**config.mk**
```make
export PLATFORM = sky130hd
export DESIGN_NAME = parity_rx_check
export DESIGN_NICKNAME = d
export VERILOG_FILES = /design/src/rtl/parity_pkg.sv /design/src/rtl/parity_acc.sv /design/src/rtl/parity_rx_check.sv
export SDC_FILE = /design/constraint.sdc
export NUM_CORES = 1
export LEC_CHECK = 0
export ABC_AREA = 0
export CELL_PAD_IN_SITES_DETAIL_PLACEMENT = 0
export CELL_PAD_IN_SITES_GLOBAL_PLACEMENT = 2
export CORE_MARGIN = 5
export CORE_UTILIZATION = 37
export CTS_CLUSTER_DIAMETER = 50
export DETAILED_ROUTE_END_ITERATION = 10
export PLACE_DENSITY = 0.88
export SYNTH_ARGS = -nofsm -noshare
export SYNTH_HDL_FRONTEND = slang
export SYNTH_SLANG_ARGS = --single-unit
```
**constraint.sdc**
```tcl
create_clock -name clk -period 3 [get_ports clk]
set_clock_uncertainty 0.05 [all_clocks]
set_input_delay 0.6 -clock clk [delete_from_list [all_inputs] [get_ports clk]]
set_output_delay 0.6 -clock clk [all_outputs]
set_load 0.01 [all_outputs]
```
**src/rtl/parity_pkg.sv**
```systemverilog
// parity_pkg: frame-level types and defaults shared by the parity receiver and transmitter.
`default_nettype none

package parity_pkg;

  localparam int DEFAULT_DATA_W = 8;

  typedef enum logic [2:0] {
    S_IDLE      = 3'd0,
    S_DATA      = 3'd1,
    S_PARITY    = 3'd2,
    S_STOP      = 3'd3,
    S_WAIT_HIGH = 3'd4
  } rx_state_t;

endpackage

`default_nettype wire

```
**src/rtl/parity_acc.sv**
```systemverilog
// parity_acc: single-bit XOR accumulator; clear loads init, toggle folds din into the running parity.
`default_nettype none

module parity_acc (
  input  logic clk,
  input  logic rst,
  input  logic clear,
  input  logic init,
  input  logic toggle,
  input  logic din,
  output logic q
);

  always_ff @(posedge clk or posedge rst) begin
    if (rst) begin
      q <= 1'b0;
    end else if (clear) begin
      q <= init;
    end else if (toggle) begin
      q <= q ^ din;
    end
  end

endmodule

`default_nettype wire

```
**src/rtl/parity_rx_check.sv**
```systemverilog
// parity_rx_check: strobe-driven serial receiver (start, data LSB first, parity, stop) with
// parity and framing error flags reported alongside each received word.
`default_nettype none

module parity_rx_check
  import parity_pkg::*;
#(
  parameter int DATA_W   = DEFAULT_DATA_W,
  parameter int ODD_MODE = 0
) (
  input  logic              clk,
  input  logic              rst,
  input  logic              bit_en,
  input  logic              rxd,
  output logic [DATA_W-1:0] data_out,
  output logic              data_valid,
  output logic              parity_err,
  output logic              frame_err,
  output logic              busy
);

  localparam int              CNT_W    = (DATA_W > 1) ? $clog2(DATA_W) : 1;
  localparam logic [CNT_W-1:0] LAST_CNT = CNT_W'(DATA_W - 1);
  localparam logic             ACC_INIT = (ODD_MODE != 0);

  rx_state_t         state, state_next;
  logic [CNT_W-1:0]  cnt;
  logic [DATA_W-1:0] data_sh;
  logic              acc_q;
  logic              acc_clear, acc_toggle;
  logic              shift_en, cnt_clr, cnt_inc, done;

  always_ff @(posedge clk or posedge rst) begin
    if (rst) begin
      state <= S_IDLE;
    end else begin
      state <= state_next;
    end
  end

  always_comb begin
    state_next = state;
    acc_clear  = 1'b0;
    acc_toggle = 1'b0;
    shift_en   = 1'b0;
    cnt_clr    = 1'b0;
    cnt_inc    = 1'b0;
    done       = 1'b0;
    case (state)
      S_IDLE: begin
        if (bit_en && !rxd) begin
          state_next = S_DATA;
          acc_clear  = 1'b1;
          cnt_clr    = 1'b1;
        end
      end
      S_DATA: begin
        if (bit_en) begin
          shift_en   = 1'b1;
          acc_toggle = 1'b1;
          if (cnt == LAST_CNT) begin
            state_next = S_PARITY;
            cnt_clr    = 1'b1;
          end else begin
            cnt_inc = 1'b1;
          end
        end
      end
      S_PARITY: begin
        if (bit_en) begin
          acc_toggle = 1'b1;
          state_next = S_STOP;
        end
      end
      S_STOP: begin
        if (bit_en) begin
          done       = 1'b1;
          state_next = rxd ? S_IDLE : S_WAIT_HIGH;
        end
      end
      S_WAIT_HIGH: begin
        // A low line after a bad stop cannot be trusted as a start bit.
        if (bit_en && rxd) begin
          state_next = S_IDLE;
        end
      end
      default: begin
        state_next = S_IDLE;
      end
    endcase
  end

  always_ff @(posedge clk or posedge rst) begin
    if (rst) begin
      cnt     <= '0;
      data_sh <= '0;
    end else begin
      if (cnt_clr) begin
        cnt <= '0;
      end else if (cnt_inc) begin
        cnt <= cnt + 1'b1;
      end
      if (shift_en) begin
        data_sh[cnt] <= rxd;
      end
    end
  end

  parity_acc u_parity_acc (
    .clk    (clk),
    .rst    (rst),
    .clear  (acc_clear),
    .init   (ACC_INIT),
    .toggle (acc_toggle),
    .din    (rxd),
    .q      (acc_q)
  );

  always_ff @(posedge clk or posedge rst) begin
    if (rst) begin
      data_out   <= '0;
      data_valid <= 1'b0;
      parity_err <= 1'b0;
      frame_err  <= 1'b0;
    end else begin
      data_valid <= done;
      if (done) begin
        data_out   <= data_sh;
        parity_err <= acc_q;
        frame_err  <= ~rxd;
      end
    end
  end

  assign busy = (state != S_IDLE);

endmodule

`default_nettype wire

```
==> impl_metrics.tcl, run 1 <==
set metrics [dict create \
    final_cell_mix "nand2_1, dfrtp_1, clkdlybuf4s50_1" \
    tightest_slew_ps 519 \
    gp_routability_congestion 0.789 \
    fp.dieH_um 67.5 \
    max_slew_margin_pct 65.3 \
    clkLatencyLatePin_ps 320 \
    synth_top_area_cell "dfrtp_1" \
    crit_fanout 12 \
    hpwlAfterDp_mm 1.49 \
    path_delay_family "flip-flops" \
    cp-end-kind "output port" \
    synth.area.top_cells "dfrtp_1, nand2_1, mux2_1" \
    grt_max_degree 27 \
    hold_buffers 0 \
    p_per_area_nw_per_um2 902 \
    period_share_pct 79.7 \
    place_area_sq_um 1400 \
    cp.arrival_ps 1740 \
    die-area_sq_um 4550 \
    cp_cell_sequence "or3_1 > clkdlybuf4s50_1" \
    grt_pass1_vias 781 \
    initial_core_util_pct 39.4 \
    synth_top_area_share_pct 53.3 \
    layout.nets 134 \
    route.met3.wl_um 81 \
    post_cts_buffers 0 \
    layout_commonest_cell "nand2_1" \
    cp_slowest_cell "dfrtp_1" \
    avgSynthCellArea_sq_um 10.7 \
    syn_area_sq_um 1220 \
    drt-met1-wl_mm 1.08 \
    grt_overflow_total 0 \
    port_buffers 15 \
    finalHoldViolCount 0 \
    syn_nets 120 \
    p_leak_nw 0.652 \
    antenna_cells 0 \
    first_pass_iters 4 \
    cts_root_buffer "clkbuf_4" \
    ant_nets 0 \
    fp.dieW_um 67.5 \
    max_cap_violations 0 \
    h-tree-depth 1 \
    syn2layout_area_growth_pct 18.5 \
    fp.coreArea_sq_um 3100 \
    wl_met2_um 967 \
    routed_via_density 4.75 \
    tns_ps 0 \
    final_cell_area_sq_um 1450 \
    cts_resized 0 \
    outcome "complete, no violations" \
    drc_errors 0 \
    finalSetupViolCount 0 \
    ys_warn_count 0 \
    drv_slew 0 \
    cts_tree "built" \
    top_layer_used "met4" \
    synth_cells 114 \
    critPathBufInv 1 \
    crit_path_start_kind "flip-flop" \
    grt_pass1_wl_mm 3.72 \
    slowest_delay_ps 550 \
    yosysUniqueCellTypes 30 \
    r2r_setup_slack_ps 1370 \
    grt_util_all_layers_pct 10.9 \
    drive_above_1_share_pct 11.8 \
    synth_flop_cell "dfrtp_1" \
    min_period_ps 2390 \
    crit_type "flip-flop to output port" \
    grt_setup_unrepaired "false" \
    first_iter_violations 13 \
    synth_edf_count 0 \
    drt_wl_total_mm 2.16 \
    ys_seq_area_share_pct 53.3 \
    fill_cells 327 \
    io_pins 16 \
    clock-sinks 26 \
    critPathRequiredTime_ps 2350 \
    rows 20 \
    clk_path_buf_depth 2 \
    ys_ff_latch 26 \
    min_path_type "flip-flop to flip-flop" \
    async_reset_ff_share_pct 100 \
    num_vias 812 \
    routedWlPerCell_um 12.7 \
    path_clk_slew_ps 140 \
    grt_antenna_before_repair 0 \
    timing.fmax_mhz 418 \
    numCtsBuffers 3 \
    ir_drop_uv 539 \
]
==> cells in the mapped netlist (all sizes together) (2+ instances only) <==
library cell / number
nand2: 32
dfrtp: 26
nor4b: 2
a21oi: 4
nand2b: 2
nor3: 3
mux2: 9
nor2: 4
inv: 2
ha: 2
a22o: 2
nand4b: 4
buf: 7
==> layout make-up <==
cell class	count	area [sq um]	area share, %
flip-flops and latches	26	651	44.9
repair buffers	17	165	11.4
clock buffers	3	22.5	1.56
clock inverters	1	30.0	2.07
multi-input cells	78	517	35.7
inverters	2	7.51	0.519
well taps	44	55.1	3.80
==> power breakdown <==
| group | switching (mW) | internal (mW) | total (mW) |
|---|---|---|---|
| Sequential | 0.141 | 0.484 | 0.625 |
| Combinational | 0.179 | 0.264 | 0.443 |
| Clock | 0.103 | 0.135 | 0.238 |
==> worst min-delay path: cells and delay by family, from the launching register on <==
| family | cells | cell delay, ps |
|---|---|---|
| and+or+nand+nor | 2 | 100 |
| DFF | 1 | 370 |
==> sequential cells by signal, indices dropped and copies added (netlist names) <==
name / flops
u_parity_acc.q: 1
data_valid: 1
data_sh: 8
parity_err: 1
frame_err: 1
cnt: 3
data_out: 8
state: 3
==> through the flow <==
step | hold slack, ps | worst slack (ps) | util [%] | instances | power [mW]
finish | 436 | 610 | 46.7 | 171 | 1.31
CTS | 442 | 589 | 46.7 | 171 | 1.32
global placement | 396 | 789 | 45.0 | 167 | 1.06
global route | 463 | 538 | 46.7 | 171 | 1.41
floorplan | 382 | 1390 | - | 114 | 0.931
detailed placement | 408 | 738 | 45.0 | 167 | 1.08
==> path summary, 6_finish.rpt <==
check,cells after the start,end,from
min in group asynchronous,3,data_out[3],rst
max in group asynchronous,3,data_out[2],rst
worst min register to register,2,data_out[6],data_sh[6]
worst min-delay path,2,data_out[6],data_sh[6]
worst max-delay path,2,busy,state[0]
worst max register to register,5,cnt[0],cnt[0]
==> per-layer routing <==
layer,up-vias,global-route usage (%)
li1,414,-
met5,-,0
met4,0,4.56
met2,12,16.8
met1,382,15.1
met3,4,2.00
==> kinds of logic after synthesis <==
group                      Yosys count  synth area share (%)
buffers and inverters               10                  4.41
muxes                                9                  8.30
xor gates and xnor gates             1                 0.717
and+or+nand+nor                     56                  26.0
adders and majority gates            2                  2.05
AOI/OAI and AO/OA                   10                  5.23
DFF                                 26                  53.3
No activity file was read; power rests on OpenSTA's default activity.
==> inputs of run 2 (changes only) <==
--- a/config.mk
+++ b/config.mk
@@ -9,10 +9,10 @@
 export CELL_PAD_IN_SITES_DETAIL_PLACEMENT = 0
 export CELL_PAD_IN_SITES_GLOBAL_PLACEMENT = 2
 export CORE_MARGIN = 5
-export CORE_UTILIZATION = 37
+export CORE_UTILIZATION = 34
 export CTS_CLUSTER_DIAMETER = 50
 export DETAILED_ROUTE_END_ITERATION = 10
-export PLACE_DENSITY = 0.88
+export PLACE_DENSITY = 0.82
 export SYNTH_ARGS = -nofsm -noshare
 export SYNTH_HDL_FRONTEND = slang
 export SYNTH_SLANG_ARGS = --single-unit
==> constraint.sdc (replaced) <==
create_clock -name clk -period 2.3 [get_ports clk]
set_clock_uncertainty 0.05 [all_clocks]
set_input_delay 0.46 -clock clk [delete_from_list [all_inputs] [get_ports clk]]
set_output_delay 0.46 -clock clk [all_outputs]
set_load 0.01 [all_outputs]
==> run 2 against run 1 <==
Net effect:
- via count up 2.6%
- die area grew 7.5%
- global-route usage is 1.6 points lower
- register-to-register slack worse by 680 ps
- setup slack lost 520 ps
- critical path type unchanged
- critical endpoint unchanged
- largest cell class unchanged
- largest power group unchanged
==> impl_metrics.tcl, run 2 (synthesis results as in run 1) <==
set metrics [dict create \
    whs_ps 427 \
    clock-sinks 26 \
    p_int_mw 1.09 \
    fp.coreArea_sq_um 3420 \
    max_cap_violations 0 \
    rows 21 \
    hpwlAfterDp_mm 1.50 \
    clkPwrFrac_pct 14.0 \
    total_power_mw 1.63 \
    crit_fanout 9 \
    grt_pass1_vias 807 \
    cts_resized 0 \
    grt_max_degree 27 \
    layout.nets 136 \
    post_cts_buffers 0 \
    drc_errors 0 \
    grt_antenna_before_repair 0 \
    drive_above_1_share_pct 13.2 \
    r2r_setup_slack_ps 690 \
    grt_setup_unrepaired "false" \
    setup_ws_ps 88.2 \
    place_area_sq_um 1410 \
    p_switching_uw 545 \
    port_buffers 15 \
    max_slew_margin_pct 76.2 \
    routedWlPerCell_um 12.0 \
    cts_tree "built" \
    fp.dieW_um 69.9 \
    antenna_cells 0 \
    crit_type "flip-flop to output port" \
    cp_slowest_cell "dfrtp_1" \
    reg_top3 "data_out (8), data_sh (8)" \
    fp.dieH_um 69.9 \
    ir_drop_uv 473 \
    clk_path_buf_depth 2 \
    path_clk_slew_ps 140 \
    critPathBufInv 1 \
    routed_via_density 4.76 \
    cp_cell_sequence "or3_1 > clkdlybuf4s50_1" \
    gp_routability_congestion 0.732 \
    numCtsBuffers 3 \
    crit_path_start_kind "flip-flop" \
    critPathRequiredTime_ps 1790 \
    outcome "complete, no violations" \
    p_per_area_nw_per_um2 1130 \
    min_period_ps 2210 \
    finalHoldViolCount 0 \
    layout_commonest_cell "nand2_1" \
    syn2layout_area_growth_pct 18.6 \
    p_seq_share_pct 48.2 \
    cts_root_buffer "clkbuf_4" \
    post-place-ws_ps 187 \
    num_vias 833 \
    drv_slew 0 \
    io_pins 16 \
    min_path_type "input pin to async pin" \
    fill_cells 341 \
    ant_nets 0 \
    period_share_pct 96.2 \
    cp-end-kind "output port" \
    grt_overflow_total 0 \
    finalSetupViolCount 0 \
    cp.arrival_ps 1700 \
    final_cell_area_sq_um 1450 \
    timing.fmax_mhz 452 \
    die-area_sq_um 4890 \
    slowest_delay_ps 500 \
    h-tree-depth 1 \
    netSwitchingFraction_pct 33.5 \
    path_delay_family "flip-flops" \
    tightest_slew_ps 356 \
    drt_wl_total_mm 2.11 \
    grt_util_all_layers_pct 9.35 \
    initial_core_util_pct 35.8 \
    p_leak_nw 0.654 \
    final_cell_mix "nand2_1, dfrtp_1, clkdlybuf4s50_1" \
    hold_buffers 0 \
    clkLatencyLatePin_ps 320 \
    first_iter_violations 18 \
    grt_pass1_wl_mm 3.76 \
    first_pass_iters 4 \
    combPwrFrac_pct 37.8 \
    tns_ps 0 \
]
## run 2: power groups by stage
stage | combinational, mW | clock, mW | sequential, mW
2_1_floorplan | 0.462 | 0 | 0.752
3_3_place_gp | 0.611 | 0 | 0.789
3_5_place_dp | 0.626 | 0 | 0.799
4_1_cts | 0.627 | 0.235 | 0.789
5_1_grt | 0.690 | 0.248 | 0.817
6_report | 0.616 | 0.229 | 0.786
## run 2: path summary, 6_finish.rpt
path                             from           to  cells past startpoint
setup / recovery             state[2]         busy                      2
hold / removal                    rst  data_out[3]                      3
setup reg to reg             state[1]   data_sh[1]                      3
hold reg to reg            data_sh[4]  data_out[4]                      2
max in group asynchronous         rst  data_out[4]                      3
min in group clk           data_sh[4]  data_out[4]                      2
## run 2: area by class of cell
type	count	area [sq um]	share of cell area [%]
inverter	2	7.51	0.518
tap	46	57.6	3.97
sequential	26	651	44.9
clock buffer	4	36.3	2.50
timing repair buffer	19	180	12.4
multi-input combinational	78	517	35.7
## run 2: stage by stage
stage | std cells | util, %
after floorplan | 114 | -
after global placement | 171 | 41.4
after detailed placement | 171 | 41.4
after CTS | 175 | 42.4
after global routing | 175 | 42.4
final | 175 | 42.4
## run 2: routing by layer
layer / routed length [um] / vias up / part of all wire [%] / GRT usage [%]
li1: - / 421 / - / -
met1: 1050 / 397 / 50 / 12.6
met2: 946 / 11 / 45 / 14.6
met3: 88 / 4 / 4.2 / 2.30
met4: 21 / 0 / 1.0 / 3.19
met5: 0 / - / 0 / 0
## run 2: worst reg2reg max path: cells and delay by family (launching register included)
kind / cells / cell delay (ps)
DFF: 1 / 520
and+or+nand+nor: 2 / 600
muxes: 1 / 340
